<file path="config.mk">
export PLATFORM = sky130hd
export DESIGN_NAME = regbank_write_arbiter_flat
export DESIGN_NICKNAME = d
export VERILOG_FILES = /design/src/rtl/regbank_write_arbiter_if.sv /design/src/rtl/regbank_write_arbiter.sv /design/src/flat_wrapper.sv
export SDC_FILE = /design/constraint.sdc
export NUM_CORES = 1
export LEC_CHECK = 0
export BUFFER_PORTS_ARGS = -buffer_cell sky130_fd_sc_hd__buf_2
export CAP_MARGIN = 10
export CELL_PAD_IN_SITES_DETAIL_PLACEMENT = 1
export CELL_PAD_IN_SITES_GLOBAL_PLACEMENT = 2
export CORE_MARGIN = 8
export CORE_UTILIZATION = 30
export CTS_CLUSTER_DIAMETER = 50
export DETAILED_ROUTE_END_ITERATION = 10
export PLACE_DENSITY_LB_ADDON = 0.1
export SLEW_MARGIN = 30
export SYNTH_ARGS = -nofsm -noshare
export SYNTH_HDL_FRONTEND = slang
export SYNTH_SLANG_ARGS = --single-unit
</file>
<file path="constraint.sdc">
create_clock -name clk -period 2.2 [get_ports clk]
set_input_delay 0.44 -clock clk [delete_from_list [all_inputs] [get_ports clk]]
set_output_delay 0.44 -clock clk [all_outputs]
set_load 0.01 [all_outputs]
</file>
<file path="src/rtl/regbank_write_arbiter_if.sv">
// Requester and register-bank write-port signals of regbank_write_arbiter.
// slave is the arbiter's view; master is the surrounding requesters plus bank.
interface regbank_write_arbiter_if #(
  parameter int unsigned NUM_REQ = 2,
  parameter int unsigned ADDR_W  = 2,
  parameter int unsigned DATA_W  = 32
);
  logic [NUM_REQ-1:0]        req;
  logic [NUM_REQ*ADDR_W-1:0] req_addr;
  logic [NUM_REQ*DATA_W-1:0] req_data;
  logic [NUM_REQ-1:0]        ack;
  logic                      busy;
  logic                      we;
  logic [ADDR_W-1:0]         wr_addr;
  logic [DATA_W-1:0]         wr_data;
  logic                      done;
  logic                      err;

  modport master (
    output req, req_addr, req_data, done,
    input  ack, busy, we, wr_addr, wr_data, err
  );

  modport slave (
    input  req, req_addr, req_data, done,
    output ack, busy, we, wr_addr, wr_data, err
  );
endinterface

</file>
<file path="src/rtl/regbank_write_arbiter.sv">
// Round-robin arbiter sharing the register bank write port, sequencing we/done and acking.
// Optional done-wait timeout with sticky err: define REGBANK_TIMEOUT_EN.
module regbank_write_arbiter #(
  parameter int unsigned NUM_REQ        = 2,
  parameter int unsigned ADDR_W         = 2,
  parameter int unsigned DATA_W         = 32,
  parameter int unsigned TIMEOUT_CYCLES = 15
) (
  input logic                   clk,
  input logic                   reset,
  regbank_write_arbiter_if.slave bus
);

  localparam int unsigned IdxW = $clog2(NUM_REQ);

  if (NUM_REQ < 2 || NUM_REQ > 4 || TIMEOUT_CYCLES < 1) begin : g_param_check
    $error("regbank_write_arbiter: NUM_REQ must be 2..4 and TIMEOUT_CYCLES >= 1");
  end

  typedef enum logic [1:0] {StIdle, StWrite, StClear, StAck} state_e;

  state_e              state_q, state_d;
  logic [IdxW-1:0]     grant_q, grant_d;
  logic [IdxW-1:0]     rr_q, rr_d;
  logic                we_q, we_d;
  logic [ADDR_W-1:0]   addr_q, addr_d;
  logic [DATA_W-1:0]   data_q, data_d;
  logic [NUM_REQ-1:0]  ack_q, ack_d;
  logic [IdxW-1:0]     cand_idx;
  logic [IdxW-1:0]     pick_idx;
  logic                pick_vld;

`ifdef REGBANK_TIMEOUT_EN
  localparam int unsigned CntW = $clog2(TIMEOUT_CYCLES + 1);
  logic [CntW-1:0] cnt_q, cnt_d;
  logic            err_q, err_d;
  logic            tmo;

  assign tmo = (32'(cnt_q) == TIMEOUT_CYCLES - 1);
`endif

  // First set request searching upward from the last winner, wrapping.
  always_comb begin
    pick_vld = 1'b0;
    pick_idx = '0;
    cand_idx = '0;
    for (int unsigned off = 1; off <= NUM_REQ; off++) begin
      cand_idx = IdxW'((32'(rr_q) + off) % NUM_REQ);
      if (!pick_vld && bus.req[cand_idx]) begin
        pick_vld = 1'b1;
        pick_idx = cand_idx;
      end
    end
  end

  always_comb begin
    state_d = state_q;
    grant_d = grant_q;
    rr_d    = rr_q;
    we_d    = we_q;
    addr_d  = addr_q;
    data_d  = data_q;
    ack_d   = '0;
`ifdef REGBANK_TIMEOUT_EN
    err_d   = err_q;
`endif
    unique case (state_q)
      StIdle: begin
        we_d = 1'b0;
        // A lingering done means the bank is not ready for a fresh we.
        if (pick_vld && !bus.done) begin
          grant_d = pick_idx;
          rr_d    = pick_idx;
          addr_d  = bus.req_addr[pick_idx*ADDR_W +: ADDR_W];
          data_d  = bus.req_data[pick_idx*DATA_W +: DATA_W];
          we_d    = 1'b1;
          state_d = StWrite;
        end
      end
      StWrite: begin
        if (bus.done) begin
          we_d    = 1'b0;
          state_d = StClear;
        end
`ifdef REGBANK_TIMEOUT_EN
        else if (tmo) begin
          we_d    = 1'b0;
          err_d   = 1'b1;
          state_d = StIdle;
        end
`endif
      end
      StClear: begin
        we_d = 1'b0;
        if (!bus.done) begin
          ack_d[grant_q] = 1'b1;
          state_d        = StAck;
        end
`ifdef REGBANK_TIMEOUT_EN
        else if (tmo) begin
          err_d   = 1'b1;
          state_d = StIdle;
        end
`endif
      end
      StAck: state_d = StIdle;
      default: state_d = StIdle;
    endcase
`ifdef REGBANK_TIMEOUT_EN
    // Restart on every state entry; only WRITE and CLEAR are timed.
    if (state_d != state_q || state_q == StIdle || state_q == StAck) begin
      cnt_d = '0;
    end else begin
      cnt_d = cnt_q + 1'b1;
    end
`endif
  end

  always_ff @(posedge clk or posedge reset) begin
    if (reset) begin
      state_q <= StIdle;
      grant_q <= '0;
      rr_q    <= IdxW'(NUM_REQ - 1);
      we_q    <= 1'b0;
      addr_q  <= '0;
      data_q  <= '0;
      ack_q   <= '0;
    end else begin
      state_q <= state_d;
      grant_q <= grant_d;
      rr_q    <= rr_d;
      we_q    <= we_d;
      addr_q  <= addr_d;
      data_q  <= data_d;
      ack_q   <= ack_d;
    end
  end

`ifdef REGBANK_TIMEOUT_EN
  always_ff @(posedge clk or posedge reset) begin
    if (reset) begin
      cnt_q <= '0;
      err_q <= 1'b0;
    end else begin
      cnt_q <= cnt_d;
      err_q <= err_d;
    end
  end

  assign bus.err = err_q;
`else
  assign bus.err = 1'b0;
`endif

  assign bus.busy    = (state_q != StIdle);
  assign bus.we      = we_q;
  assign bus.wr_addr = addr_q;
  assign bus.wr_data = data_q;
  assign bus.ack     = ack_q;

endmodule
</file>
<file path="src/flat_wrapper.sv">
// flat-port wrapper written by rule: the top's interface ports become plain ports
module regbank_write_arbiter_flat 
#(
  parameter int unsigned NUM_REQ        = 2,
  parameter int unsigned ADDR_W         = 2,
  parameter int unsigned DATA_W         = 32,
  parameter int unsigned TIMEOUT_CYCLES = 15
)
  (clk, reset, bus_req, bus_req_addr, bus_req_data, bus_done, bus_ack, bus_busy, bus_we, bus_wr_addr, bus_wr_data, bus_err);
  regbank_write_arbiter_if #(.NUM_REQ(NUM_REQ), .ADDR_W(ADDR_W), .DATA_W(DATA_W)) bus_i ();
  input logic clk;
  input logic reset;
  input wire logic [$bits(bus_i.req)-1:0] bus_req;
  input wire logic [$bits(bus_i.req_addr)-1:0] bus_req_addr;
  input wire logic [$bits(bus_i.req_data)-1:0] bus_req_data;
  input wire logic [$bits(bus_i.done)-1:0] bus_done;
  output wire logic [$bits(bus_i.ack)-1:0] bus_ack;
  output wire logic [$bits(bus_i.busy)-1:0] bus_busy;
  output wire logic [$bits(bus_i.we)-1:0] bus_we;
  output wire logic [$bits(bus_i.wr_addr)-1:0] bus_wr_addr;
  output wire logic [$bits(bus_i.wr_data)-1:0] bus_wr_data;
  output wire logic [$bits(bus_i.err)-1:0] bus_err;
  assign bus_i.req = bus_req;
  assign bus_i.req_addr = bus_req_addr;
  assign bus_i.req_data = bus_req_data;
  assign bus_i.done = bus_done;
  assign bus_ack = bus_i.ack;
  assign bus_busy = bus_i.busy;
  assign bus_we = bus_i.we;
  assign bus_wr_addr = bus_i.wr_addr;
  assign bus_wr_data = bus_i.wr_data;
  assign bus_err = bus_i.err;
  regbank_write_arbiter #(.NUM_REQ(NUM_REQ), .ADDR_W(ADDR_W), .DATA_W(DATA_W), .TIMEOUT_CYCLES(TIMEOUT_CYCLES)) u_core (.clk(clk), .reset(reset), .bus(bus_i));
endmodule
</file>
==> reports/results.md <==
| Quantity | This run | Unit |
|---|---|---|
| Setup repair after global routing missed its margin | no | - |
| R2r setup slk | 370 | ps |
| Synth top area share | 43.5 | % |
| Warnings, synthesis | 0 | - |
| Total stage count of the critical path | 6 | - |
| Path depth of the worst reg2reg path | 6 | - |
| Worst slew margin relative to its limit | 53.6 | % |
| Area after detailed placement | 2970 | um2 |
| Top Family by Delay on Critical Path | buffers and inverters | - |
| Wire per inst | 16.6 | um |
| Startpoint kind of the worst setup timing path | flop | - |
| Reg2reg start | u_core.state_q[0]$_DFFE_PP0P_ | - |
| Tightest Pin Transition | 692 | ps |
| Antenna cells | 0 | - |
| Area occupied by multi-input gates | 1180 | um2 |
| Crit path arrival time | 2010 | ps |
| Residual DRC count | 0 | - |
| Buffers added on ports | 110 | - |
| Syn_nets | 221 | - |
| Cell-by-cell trace of the critical path | inv_1 > ha_1 > inv_2 > nor3_4 > buf_12 > mux2_2 | - |
| Routed wire length | 5.95 | mm |
| H-tree level count | 2 | - |
| Setup repair bufs after CTS | 0 | - |
| Synth area leaders | sky130_fd_sc_hd__dfrtp_1, sky130_fd_sc_hd__mux2_4, sky130_fd_sc_hd__mux2_2, sky130_fd_sc_hd__buf_6, sky130_fd_sc_hd__ha_1 | - |
| Peak clock frequency supported by timing | 0.546 | GHz |
| Synthesized area per cell | 16.0 | um2 |
| Largest net degree at the start of global routing | 37 | - |
| Setup Crit Path Kind | reg -> reg | - |
| Clk pin slew, worst setup/hold paths | 80 | ps |
| Maximum vdd ir drop | 0.391 | mV |
| Fin nets | 333 | - |
| Dpl hpwl | 4.51 | mm |
| Y dimension of the die | 104 | um |
| Ports placed on the boundary | 112 | - |
| Outcome | complete, no violations | - |
| Post-synthesis adder-cell area fraction | 2.17 | % |
| Die Width | 104 | um |
| Critical-path cell with the highest stage delay | sky130_fd_sc_hd__dfrtp_1 | - |
| Critical path buffer and inverter count | 3 | - |
| Buffer depth of the longest clock path | 2 | - |
| P_leak | 1.57 | nW |
| Overflow after GRT | 0 | - |
| Fraction of layout cells with a size suffix above 1 | 75.9 | % |
| Overall Global Routing Usage | 11.3 | % |
| Max-capacitance violation count | 0 | - |
| # resized after CTS | 0 | - |
| Cell area after layout | 3050 | um2 |
| Area of the mapped netlist | 2300 | um2 |
| Total Neg Setup Slack | 0 | ps |
| Vias post-DR | 1568 | - |
| Final Cycle Share | 83.3 | % |
| Total clock buffers created by CTS | 5 | - |
| Highest net fanout along the worst path | 36 | - |
| Antenna Nets Post-Route | 0 | - |
| Portion of netlist area occupied by mux cells | 43.8 | % |
| 1st-pass router iterations | 4 | - |
| Wire length of the first global-routing pass | 9.85 | mm |
| Clk sinks | 41 | - |
| Ratio of routed vias to standard cells | 4.37 | - |
| Cell type with the largest total area after synthesis | sky130_fd_sc_hd__dfrtp_1 | - |
| Distinct cell type count after synthesis | 24 | - |
| Count of final setup violators | 0 | - |
| Share of the synthesized area in compound gates (AO/OA/AOI/OAI) | 1.52 | % |
| Clock skew after layout | 8.23 | ps |
| Layout-stage area growth over the synthesis result | 32.5 | % |
| Final worst path period need | 1830 | ps |
| Number of flip-flops and latches in the synthesized netlist | 41 | - |
| Final hold vios | 0 | - |
| Post-Syn Instances | 144 | - |
| Fill cells | 838 | - |
| Sequential-to-total area share from yosys stat | 44.6 | % |
| Violation count after the first detailed-route iteration | 21 | - |
| Antenna violations before repair | 0 | - |
| Worst skew pair latency | 290 | ps |
| Clock tree from TritonCTS | built | - |
| Required arrival time at the worst endpoint | 2370 | ps |
| Cell at the root of the clock tree | sky130_fd_sc_hd__clkbuf_8 | - |
| Cell row count | 32 | - |
| Simple-gate share of the synthesized area | 3.10 | % |
| Number of slew-limit violations in the final report | 0 | - |
| Routability Congestion | 0.735 | - |
| Largest family of logic cells by synthesized area | multiplexers | - |
| Via count of the first global-routing pass | 1863 | - |
| CORE AREA | 7570 | um2 |
| Effective utilization at floorplan | 30.4 | % |
| Worst reg2reg endpoint | u_core.bus.wr_data[24]$_DFFE_PP0P_ | - |
| Die Area | 10700 | um2 |
| Worst hold path class | in -> async | - |
| FF+latch area | 1030 | um2 |
| Largest stage delay on the critical path | 420 | ps |
| Crit end category | flop | - |
| Power Density | 1170 | nW/um2 |
| Number of buffers inserted for hold repair after clock tree synthesis | 0 | - |
| XOR/XNOR Fraction of Synth Area | 0 | % |
==> where the power goes <==
group	total, mW	internal, mW	switching, mW
sequential	1.33	1.13	0.200
clock	0.484	0.220	0.264
combinational	1.75	1.03	0.723
==> layout make-up <==
| class | count | share of cell area (%) |
|---|---|---|
| multi-input combinational | 90 | 38.7 |
| sequential | 41 | 33.7 |
| timing repair buffer | 114 | 20.3 |
| tap | 102 | 4.18 |
| clock buffer | 6 | 2.38 |
| inverter | 4 | 0.492 |
| clock inverter | 2 | 0.328 |
==> sequential cells by signal, indices dropped and copies added (netlist names) <==
signal and cells:
u_core.grant_q 1, u_core.bus.wr_addr 2, u_core.state_q 2, u_core.rr_q 1, u_core.bus.ack 2, u_core.bus.wr_data 32
u_core.bus.we 1
==> cells by family (layout without fill, tap and decap cells) <==
kind of cell | count (synthesis) | in the layout
other | 1 | 1
multiplexers | 71 | 71
flip-flops | 41 | 41
adder cells (fa/ha/maj) | 4 | 4
AO/OA/AOI/OAI | 5 | 5
buffers and inverters | 13 | 126
AND/OR/NAND/NOR | 9 | 9
==> stage by stage <==
stage / utilization (%) / std cells / setup WS (ps) / hold WS [ps] / power (mW)
2_1_floorplan: - / 144 / 427 / 420 / 2.52
6_report: 40.3 / 359 / 368 / 164 / 3.57
4_1_cts: 40.3 / 359 / 373 / 185 / 3.65
3_5_place_dp: 39.2 / 351 / 384 / 463 / 3.14
3_3_place_gp: 39.2 / 351 / 386 / 449 / 3.12
5_1_grt: 40.3 / 359 / 261 / 208 / 3.85
==> per-layer routing <==
metal	share of wire, %	GRT usage (%)	vias to the layer above	routed length, um
met4	0.86	2.52	0	51
met2	45	17.8	66	2700
met1	47	14.4	763	2800
met3	6.5	3.90	5	386
li1	-	-	734	-
met5	0	0	-	0
==> cell usage in the layout (no fill, tap or decap) <==
cell type	instances
sky130_fd_sc_hd__clkinv_1	1
sky130_fd_sc_hd__inv_2	1
sky130_fd_sc_hd__nor2_1	1
sky130_fd_sc_hd__and3b_1	1
sky130_fd_sc_hd__nor3b_1	2
sky130_fd_sc_hd__nor3_4	1
sky130_fd_sc_hd__a21boi_4	1
sky130_fd_sc_hd__clkinv_2	2
sky130_fd_sc_hd__mux2_2	13
sky130_fd_sc_hd__clkbuf_8	5
sky130_fd_sc_hd__dfstp_2	1
sky130_fd_sc_hd__or3b_2	1
sky130_fd_sc_hd__ha_1	4
sky130_fd_sc_hd__mux2_1	2
sky130_fd_sc_hd__mux2_4	56
sky130_fd_sc_hd__o21ai_0	2
sky130_fd_sc_hd__conb_1	1
sky130_fd_sc_hd__clkbuf_1	1
sky130_fd_sc_hd__buf_4	1
sky130_fd_sc_hd__buf_2	110
sky130_fd_sc_hd__buf_12	3
sky130_fd_sc_hd__o31ai_1	1
sky130_fd_sc_hd__dfrtp_1	40
sky130_fd_sc_hd__nor2b_1	1
sky130_fd_sc_hd__o32a_1	1
sky130_fd_sc_hd__or4_1	1
sky130_fd_sc_hd__inv_1	2
sky130_fd_sc_hd__nor3_1	1
==> worst max path at each step <==
stage / start / endpoint / slack [ps]
after floorplan: u_core.state_q[0]$_DFFE_PP0P_ / u_core.bus.wr_data[23]$_DFFE_PP0P_ / 430
after CTS: u_core.state_q[0]$_DFFE_PP0P_ / u_core.bus.wr_addr[0]$_DFFE_PP0P_ / 370
final: u_core.state_q[0]$_DFFE_PP0P_ / u_core.bus.wr_data[24]$_DFFE_PP0P_ / 370
after global placement: u_core.state_q[1]$_DFFE_PP0P_ / u_core.bus.wr_addr[0]$_DFFE_PP0P_ / 390
after detailed placement: bus_req[0] / u_core.bus.wr_data[31]$_DFFE_PP0P_ / 380
after global routing: u_core.state_q[0]$_DFFE_PP0P_ / u_core.bus.wr_data[25]$_DFFE_PP0P_ / 260
==> synth_stat cells <==
| master | instances |
|---|---|
| sky130_fd_sc_hd__nor3b_1 | 2 |
| sky130_fd_sc_hd__nor2b_1 | 1 |
| sky130_fd_sc_hd__nor3_1 | 1 |
| sky130_fd_sc_hd__buf_6 | 7 |
| sky130_fd_sc_hd__clkbuf_2 | 1 |
| sky130_fd_sc_hd__o31ai_1 | 1 |
| sky130_fd_sc_hd__and3b_1 | 1 |
| sky130_fd_sc_hd__mux2_1 | 2 |
| sky130_fd_sc_hd__o21ai_0 | 2 |
| sky130_fd_sc_hd__inv_1 | 3 |
| sky130_fd_sc_hd__conb_1 | 1 |
| sky130_fd_sc_hd__a21boi_1 | 1 |
| sky130_fd_sc_hd__inv_2 | 1 |
| sky130_fd_sc_hd__nor2_1 | 1 |
| sky130_fd_sc_hd__mux2_4 | 56 |
| sky130_fd_sc_hd__or3b_2 | 1 |
| sky130_fd_sc_hd__ha_1 | 4 |
| sky130_fd_sc_hd__dfstp_2 | 1 |
| sky130_fd_sc_hd__nor3_4 | 1 |
| sky130_fd_sc_hd__buf_4 | 1 |
| sky130_fd_sc_hd__mux2_2 | 13 |
| sky130_fd_sc_hd__or4_1 | 1 |
| sky130_fd_sc_hd__o32a_1 | 1 |
| sky130_fd_sc_hd__dfrtp_1 | 40 |
(Power assumes the default switching activity.)
